**src/rtl/complex_int_writeback_buffer_if.sv**
```systemverilog
// rtl/complex_int_writeback_buffer_if.sv - result-lane input and RF/active-list write bus
interface complex_int_writeback_buffer_if #(
  parameter int LANES    = 2,
  parameter int WR_PORTS = 1,
  parameter int AL_PTR_W = 6,
  parameter int PREG_W   = 7,
  parameter int DATA_W   = 32
);
  logic [LANES-1:0]             in_valid;
  logic [LANES-1:0]             in_write_reg;
  logic [LANES-1:0]             in_data_valid;
  logic [LANES*AL_PTR_W-1:0]    in_ptr;
  logic [LANES*PREG_W-1:0]      in_preg;
  logic [LANES*DATA_W-1:0]      in_data;
  logic                         in_ready;

  logic [WR_PORTS-1:0]          rf_we;
  logic [WR_PORTS*PREG_W-1:0]   rf_num;
  logic [WR_PORTS*DATA_W-1:0]   rf_data;
  logic [WR_PORTS-1:0]          al_write;
  logic [WR_PORTS*AL_PTR_W-1:0] al_ptr;
  logic [WR_PORTS-1:0]          al_success;

  modport master (
    output in_valid, in_write_reg, in_data_valid, in_ptr, in_preg, in_data,
    input  in_ready,
    input  rf_we, rf_num, rf_data, al_write, al_ptr, al_success
  );

  modport slave (
    input  in_valid, in_write_reg, in_data_valid, in_ptr, in_preg, in_data,
    output in_ready,
    output rf_we, rf_num, rf_data, al_write, al_ptr, al_success
  );
endinterface

```
**src/rtl/complex_int_writeback_buffer.sv**
```systemverilog
// rtl/complex_int_writeback_buffer.sv - complex-pipe result FIFO draining into RF/active-list write ports
module complex_int_writeback_buffer #(
  parameter int LANES    = 2,
  parameter int WR_PORTS = 1,
  parameter int DEPTH    = 8,
  parameter int AL_PTR_W = 6,
  parameter int PREG_W   = 7,
  parameter int DATA_W   = 32
) (
  input  logic                          clk,
  input  logic                          rst,
  input  logic                          stall,
  input  logic                          clear,
  input  logic                          to_recovery,
  input  logic                          flush_all,
  input  logic [AL_PTR_W-1:0]           flush_head,
  input  logic [AL_PTR_W-1:0]           flush_tail,
  complex_int_writeback_buffer_if.slave wb,
  output logic [$clog2(DEPTH):0]        count,
  output logic                          overflow
);
  localparam int PW = $clog2(DEPTH);
  localparam int CW = PW + 1;
  localparam logic [CW-1:0] DEPTH_C = CW'(DEPTH);
  localparam logic [CW-1:0] LANES_C = CW'(LANES);
  localparam logic [CW-1:0] WRP_C   = CW'(WR_PORTS);

  logic [AL_PTR_W-1:0] ent_ptr  [DEPTH];
  logic [PREG_W-1:0]   ent_preg [DEPTH];
  logic [DATA_W-1:0]   ent_data [DEPTH];
  logic [DEPTH-1:0]    ent_wr;
  logic [DEPTH-1:0]    ent_dv;
  logic [DEPTH-1:0]    live;
  logic [PW-1:0]       head;
  logic [PW-1:0]       tail;

  logic                run;
  logic [CW-1:0]       deq;
  logic [CW-1:0]       enq;
  logic [CW-1:0]       room;
  logic [LANES-1:0]    lane_flush;
  logic [LANES-1:0]    lane_take;
  logic [PW-1:0]       lane_slot [LANES];
  logic [DEPTH-1:0]    ent_flush;
  logic [PW-1:0]       dr_slot [WR_PORTS];
  logic [WR_PORTS-1:0] dr_go;
  logic [WR_PORTS-1:0] dr_live;

  // Half-open [h, t) on the active-list ring; h == t is an empty range.
  function automatic logic in_range(input logic [AL_PTR_W-1:0] p,
                                    input logic [AL_PTR_W-1:0] h,
                                    input logic [AL_PTR_W-1:0] t);
    if (h <= t) return (p >= h) && (p < t);
    return (p >= h) || (p < t);
  endfunction

  assign run         = !stall && !clear;
  assign wb.in_ready = (DEPTH_C - count) >= LANES_C;

  always_comb begin
    deq = '0;
    if (run) deq = (count > WRP_C) ? WRP_C : count;
    // Slots drained this cycle are reusable by this cycle's enqueue.
    room      = DEPTH_C - count + deq;
    enq       = '0;
    lane_take = '0;
    for (int i = 0; i < LANES; i++) begin
      lane_slot[i]  = tail + enq[PW-1:0];
      lane_flush[i] = to_recovery && (flush_all ||
                      in_range(wb.in_ptr[i*AL_PTR_W +: AL_PTR_W], flush_head, flush_tail));
      if (run && wb.in_valid[i] && !lane_flush[i] && (enq < room)) begin
        lane_take[i] = 1'b1;
        enq          = enq + CW'(1);
      end
    end
    for (int k = 0; k < DEPTH; k++)
      ent_flush[k] = to_recovery && (flush_all || in_range(ent_ptr[k], flush_head, flush_tail));
    for (int j = 0; j < WR_PORTS; j++) begin
      dr_slot[j] = head + PW'(j);
      dr_go[j]   = CW'(j) < deq;
      dr_live[j] = live[dr_slot[j]] && !ent_flush[dr_slot[j]];
    end
  end

  always_ff @(posedge clk) begin
    if (rst) begin
      head          <= '0;
      tail          <= '0;
      count         <= '0;
      live          <= '0;
      overflow      <= 1'b0;
      wb.rf_we      <= '0;
      wb.rf_num     <= '0;
      wb.rf_data    <= '0;
      wb.al_write   <= '0;
      wb.al_ptr     <= '0;
      wb.al_success <= '0;
    end else begin
      for (int k = 0; k < DEPTH; k++)
        if (ent_flush[k]) live[k] <= 1'b0;
      wb.rf_we      <= '0;
      wb.al_write   <= '0;
      wb.al_success <= '0;
      if (clear) begin
        head  <= '0;
        tail  <= '0;
        count <= '0;
        live  <= '0;
      end else if (!stall) begin
        for (int j = 0; j < WR_PORTS; j++) begin
          if (dr_go[j]) begin
            live[dr_slot[j]] <= 1'b0;
            if (dr_live[j]) begin
              wb.al_write[j]                        <= 1'b1;
              wb.al_success[j]                      <= ent_dv[dr_slot[j]];
              wb.al_ptr[j*AL_PTR_W +: AL_PTR_W]     <= ent_ptr[dr_slot[j]];
              wb.rf_we[j]                           <= ent_wr[dr_slot[j]] && ent_dv[dr_slot[j]];
              wb.rf_num[j*PREG_W +: PREG_W]         <= ent_preg[dr_slot[j]];
              wb.rf_data[j*DATA_W +: DATA_W]        <= ent_data[dr_slot[j]];
            end
          end
        end
        // Enqueue after drain so a slot freed and refilled in one cycle ends up live.
        for (int i = 0; i < LANES; i++) begin
          if (lane_take[i]) begin
            ent_ptr[lane_slot[i]]  <= wb.in_ptr[i*AL_PTR_W +: AL_PTR_W];
            ent_preg[lane_slot[i]] <= wb.in_preg[i*PREG_W +: PREG_W];
            ent_data[lane_slot[i]] <= wb.in_data[i*DATA_W +: DATA_W];
            ent_wr[lane_slot[i]]   <= wb.in_write_reg[i];
            ent_dv[lane_slot[i]]   <= wb.in_data_valid[i];
            live[lane_slot[i]]     <= 1'b1;
          end
        end
        head  <= head + deq[PW-1:0];
        tail  <= tail + enq[PW-1:0];
        count <= count + enq - deq;
        if ((|wb.in_valid) && !wb.in_ready) overflow <= 1'b1;
      end
    end
  end
endmodule

```
**src/flat_wrapper.sv**
```systemverilog
// flat-port wrapper written by rule: the top's interface ports become plain ports
module complex_int_writeback_buffer_flat 
#(
  parameter int LANES    = 2,
  parameter int WR_PORTS = 1,
  parameter int DEPTH    = 8,
  parameter int AL_PTR_W = 6,
  parameter int PREG_W   = 7,
  parameter int DATA_W   = 32
)
  (clk, rst, stall, clear, to_recovery, flush_all, flush_head, flush_tail, count, overflow, wb_in_valid, wb_in_write_reg, wb_in_data_valid, wb_in_ptr, wb_in_preg, wb_in_data, wb_in_ready, wb_rf_we, wb_rf_num, wb_rf_data, wb_al_write, wb_al_ptr, wb_al_success);
  complex_int_writeback_buffer_if #(.LANES(LANES), .WR_PORTS(WR_PORTS), .AL_PTR_W(AL_PTR_W), .PREG_W(PREG_W), .DATA_W(DATA_W)) wb_i ();
  input  logic clk;
  input  logic rst;
  input  logic stall;
  input  logic clear;
  input  logic to_recovery;
  input  logic flush_all;
  input  logic [AL_PTR_W-1:0] flush_head;
  input  logic [AL_PTR_W-1:0] flush_tail;
  output logic [$clog2(DEPTH):0] count;
  output logic overflow;
  input wire logic [$bits(wb_i.in_valid)-1:0] wb_in_valid;
  input wire logic [$bits(wb_i.in_write_reg)-1:0] wb_in_write_reg;
  input wire logic [$bits(wb_i.in_data_valid)-1:0] wb_in_data_valid;
  input wire logic [$bits(wb_i.in_ptr)-1:0] wb_in_ptr;
  input wire logic [$bits(wb_i.in_preg)-1:0] wb_in_preg;
  input wire logic [$bits(wb_i.in_data)-1:0] wb_in_data;
  output wire logic [$bits(wb_i.in_ready)-1:0] wb_in_ready;
  output wire logic [$bits(wb_i.rf_we)-1:0] wb_rf_we;
  output wire logic [$bits(wb_i.rf_num)-1:0] wb_rf_num;
  output wire logic [$bits(wb_i.rf_data)-1:0] wb_rf_data;
  output wire logic [$bits(wb_i.al_write)-1:0] wb_al_write;
  output wire logic [$bits(wb_i.al_ptr)-1:0] wb_al_ptr;
  output wire logic [$bits(wb_i.al_success)-1:0] wb_al_success;
  assign wb_i.in_valid = wb_in_valid;
  assign wb_i.in_write_reg = wb_in_write_reg;
  assign wb_i.in_data_valid = wb_in_data_valid;
  assign wb_i.in_ptr = wb_in_ptr;
  assign wb_i.in_preg = wb_in_preg;
  assign wb_i.in_data = wb_in_data;
  assign wb_in_ready = wb_i.in_ready;
  assign wb_rf_we = wb_i.rf_we;
  assign wb_rf_num = wb_i.rf_num;
  assign wb_rf_data = wb_i.rf_data;
  assign wb_al_write = wb_i.al_write;
  assign wb_al_ptr = wb_i.al_ptr;
  assign wb_al_success = wb_i.al_success;
  complex_int_writeback_buffer #(.LANES(LANES), .WR_PORTS(WR_PORTS), .DEPTH(DEPTH), .AL_PTR_W(AL_PTR_W), .PREG_W(PREG_W), .DATA_W(DATA_W)) u_core (.clk(clk), .rst(rst), .stall(stall), .clear(clear), .to_recovery(to_recovery), .flush_all(flush_all), .flush_head(flush_head), .flush_tail(flush_tail), .wb(wb_i), .count(count), .overflow(overflow));
endmodule
```
**config.mk**
```make
export PLATFORM = sky130hd
export DESIGN_NAME = complex_int_writeback_buffer_flat
export DESIGN_NICKNAME = d
export VERILOG_FILES = /design/src/rtl/complex_int_writeback_buffer_if.sv /design/src/rtl/complex_int_writeback_buffer.sv /design/src/flat_wrapper.sv
export SDC_FILE = /design/constraint.sdc
export NUM_CORES = 1
export LEC_CHECK = 0
export BUFFER_PORTS_ARGS = -buffer_cell sky130_fd_sc_hd__buf_2
export CAP_MARGIN = 20
export CORE_MARGIN = 2
export CORE_UTILIZATION = 55
export DETAILED_ROUTE_END_ITERATION = 16
export PLACE_DENSITY = 0.85
export RECOVER_POWER = 25
export SETUP_SLACK_MARGIN = 0.05
export SLEW_MARGIN = 10
export SYNTH_ARGS = -nofsm -noshare
export SYNTH_HDL_FRONTEND = slang
export SYNTH_SLANG_ARGS = --single-unit
```
**constraint.sdc**
```tcl
create_clock -name clk -period 10.93 [get_ports clk]
set_clock_uncertainty 0.15 [all_clocks]
set_input_delay 0.5465 -clock clk [delete_from_list [all_inputs] [get_ports clk]]
set_output_delay 0.5465 -clock clk [all_outputs]
set_load 0.01 [all_outputs]
```
==> flow_metrics.env <==
export IMPL_outcome="finished with violations"
export IMPL_violations="capacitance limit, slew limit"
export IMPL_p_leak_nw=11.1
export IMPL_grt_max_degree=61
export IMPL_mostFrequentLayoutCell="edfxtp_1"
export IMPL_die_h_um=222
export IMPL_setup_viol=0
export IMPL_grt_usage=0.277
export IMPL_cts_tree="built"
export IMPL_clock_latency_ps=580
export IMPL_initial_core_util=0.553
export IMPL_grt_setup_unrepaired="false"
export IMPL_timing_hold_ws_ps=218
export IMPL_worst_pin_slew_ps=3330
export IMPL_antenna_found_initial=10
export IMPL_row_count=80
export IMPL_hp_class="primary input to flop"
export IMPL_ys_seq_area_frac=0.482
export IMPL_drc=0
export IMPL_grt_pass1_vias=17818
export IMPL_syn_cell_area_mm2=0.0262
export IMPL_max_slew_margin_rel=-1.22
export IMPL_cts_setup_buffers=0
export IMPL_fmaxAchievable_mhz=123
export IMPL_die_w_um=222
export IMPL_start_kind="flop"
export IMPL_routed_wl_um=69200
export IMPL_die_area_mm2=0.0494
export IMPL_path_clk_slew_ps=60
export IMPL_synth_async_reset_ratio=0
export IMPL_setup_tns_ps=0
export IMPL_drt_iter0_markers=1858
export IMPL_ir_worst_vdd_mv=0.124
export IMPL_firstDrtPassIters=5
export IMPL_cts_root_buffer="clkbuf_16"
export IMPL_cts_buffers=46
export IMPL_grt_overflow=0
export IMPL_antenna_left=0
export IMPL_clock_path_buffers=3
export IMPL_ys_warn_count=0
export IMPL_critPathKind="flop to flop"
export IMPL_synth_edf_count=376
export IMPL_dp_hpwl_um=41800
export IMPL_endpoint_kind="flop"
export IMPL_avgSynthCellArea_um2=14.3
export IMPL_ys_seq_elements=443
export IMPL_vias=17404
export IMPL_worst_ep_arrival_time_ps=8270
export IMPL_period_needed_ps=8110
export IMPL_io_pins=168
export IMPL_maxCapViolCount=5
export IMPL_dominantRegCellSynth="edfxtp_1"
export IMPL_worstPathMaxFanout=46
export IMPL_layout_nets=2213
export IMPL_coreArea_mm2=0.0474
export IMPL_gp_congestion=0.907
export IMPL_syn_num_nets=2087
export IMPL_synthCells=1835
export IMPL_hold_violations=0
export IMPL_dp_cells=2526
export IMPL_layout_common_cells="edfxtp_1, mux2_2, ha_1"
export IMPL_cts_sinks=443
export IMPL_viasPerCell=6.64
export IMPL_cts_resized=0
export IMPL_htree_num_levels=2
export IMPL_synth_distinct_cells=81
export IMPL_slew_viol_final=237
export IMPL_holdBufCountCts=0
export IMPL_port_buffers=167
export IMPL_area_growth_pct=9.84
export IMPL_wire_per_inst_um=26.4
export IMPL_drive_gt1_frac=0.300
export IMPL_fin_crit_sh=0.742
export IMPL_p_per_area_mw_per_mm2=130
export IMPL_instances_no_fill=2621
export IMPL_p_total_mw=3.74
export IMPL_grt_pass1_wl_um=105000
export IMPL_required_ps=11100
-- final timing paths --
check / from / end / slack (ps) / cells past startpoint
min reg2reg: u_core.wb.rf_data[24] / u_core.wb.rf_data[24] / 290 / 2
max: u_core.count[0] / u_core.ent_data[3][30] / 2820 / 21
max reg2reg: u_core.count[0] / u_core.ent_data[3][30] / 2820 / 21
min: wb_in_data[6] / u_core.ent_data[5][6] / 220 / 2
-- layout make-up --
cell class              count  area (um2)
fillers                  3475       18600
flip-flops and latches    443       12600
multi-input cells        1184       12500
clock buffers              64        1320
repair buffers            195         997
well taps                 615         769
inverters                  91         343
clock inverters            21         175
diodes                      8        20.0
-- metal layers --
layer  GRT usage  part of all wire  vias to the layer above
met1       0.347              0.39                     8746
met4       0.134             0.040                        6
met2       0.470              0.50                      948
li1            -                 -                     7513
met3      0.0444             0.076                      191
met5           0           0.00061                        -
-- synth_stat cells (7+ instances only) --
| cell | number | area, um2 |
|---|---|---|
| o21ai_0 | 38 | 190 |
| mux2_1 | 63 | 709 |
| nor2b_1 | 13 | 81.3 |
| inv_1 | 88 | 330 |
| a21o_1 | 9 | 67.6 |
| o211ai_1 | 15 | 113 |
| mux2i_1 | 66 | 661 |
| nand4_1 | 15 | 93.8 |
| edfxtp_1 | 376 | 11300 |
| nand2_1 | 50 | 188 |
| a41oi_1 | 12 | 105 |
| mux2_2 | 143 | 1610 |
| clkbuf_1 | 58 | 218 |
| a41o_1 | 46 | 460 |
| nor2_1 | 40 | 150 |
| buf_6 | 28 | 315 |
| and2_1 | 10 | 62.6 |
| nand2b_1 | 17 | 106 |
| mux4_2 | 96 | 2160 |
| nor3_1 | 16 | 80.1 |
| mux2_4 | 154 | 2310 |
| o21a_1 | 9 | 67.6 |
| and3_1 | 7 | 43.8 |
| a211oi_1 | 7 | 52.6 |
| buf_2 | 15 | 75.1 |
| a21oi_1 | 90 | 450 |
| buf_1 | 9 | 33.8 |
| ha_1 | 135 | 1690 |
| nand3_1 | 23 | 115 |
| dfxtp_1 | 67 | 1340 |
| o22ai_1 | 12 | 75.1 |
-- report_power, final --
group          internal, mW  switching [mW]  total [mW]
Combinational         0.144           0.184       0.328
Clock                 0.914           0.650        1.56
Sequential             1.84         0.00507        1.84
-- critical path, cell delays in order (launching register included) --
cell	delay, ps
dfxtp_1	450
inv_1	130
ha_1	230
nand2b_1	140
a22oi_1	370
nor3_1	110
nand2_1	260
inv_1	80
ha_1	270
a31o_2	230
a21oi_1	210
xor3_1	390
nand3_1	100
clkbuf_1	1180
and2_0	420
ha_1	220
ha_1	210
xnor2_1	230
and2_0	350
nand4_1	240
clkbuf_2	1140
mux2_4	690
-- sequential cells by signal, summed over array words and instances (netlist names), 4 cells and up --
register           cells
u_core.wb.rf_data     32
u_core.wb.al_ptr       6
u_core.live            8
u_core.count           4
u_core.ent_dv          8
u_core.ent_wr          8
u_core.wb.rf_num       7
u_core.ent_data      256
u_core.ent_ptr        48
u_core.ent_preg       56
-- metrics by stage --
step                instance area [um2]  utilization  worst slack, ps
detailed placement                27400        0.579             4090
global route                      28800        0.607             2370
floorplan                         26200            -             3740
finish                            28800        0.607             2820
global placement                  27400        0.579             4300
CTS                               28900        0.610             4090
-- kinds of logic (layout without fill, tap and decap cells) --
group           count (synthesis)  count (layout)  synth area share
buf+inv                       208             371            0.0394
compound gates                284             284            0.0766
simple gates                  225             225            0.0454
xor+xnor                       12              12           0.00458
flops                         443             443             0.482
other cells                     0               8                 0
fa+ha+maj                     141             141            0.0679
mux                           522             522             0.284
(Power assumes the default switching activity.)
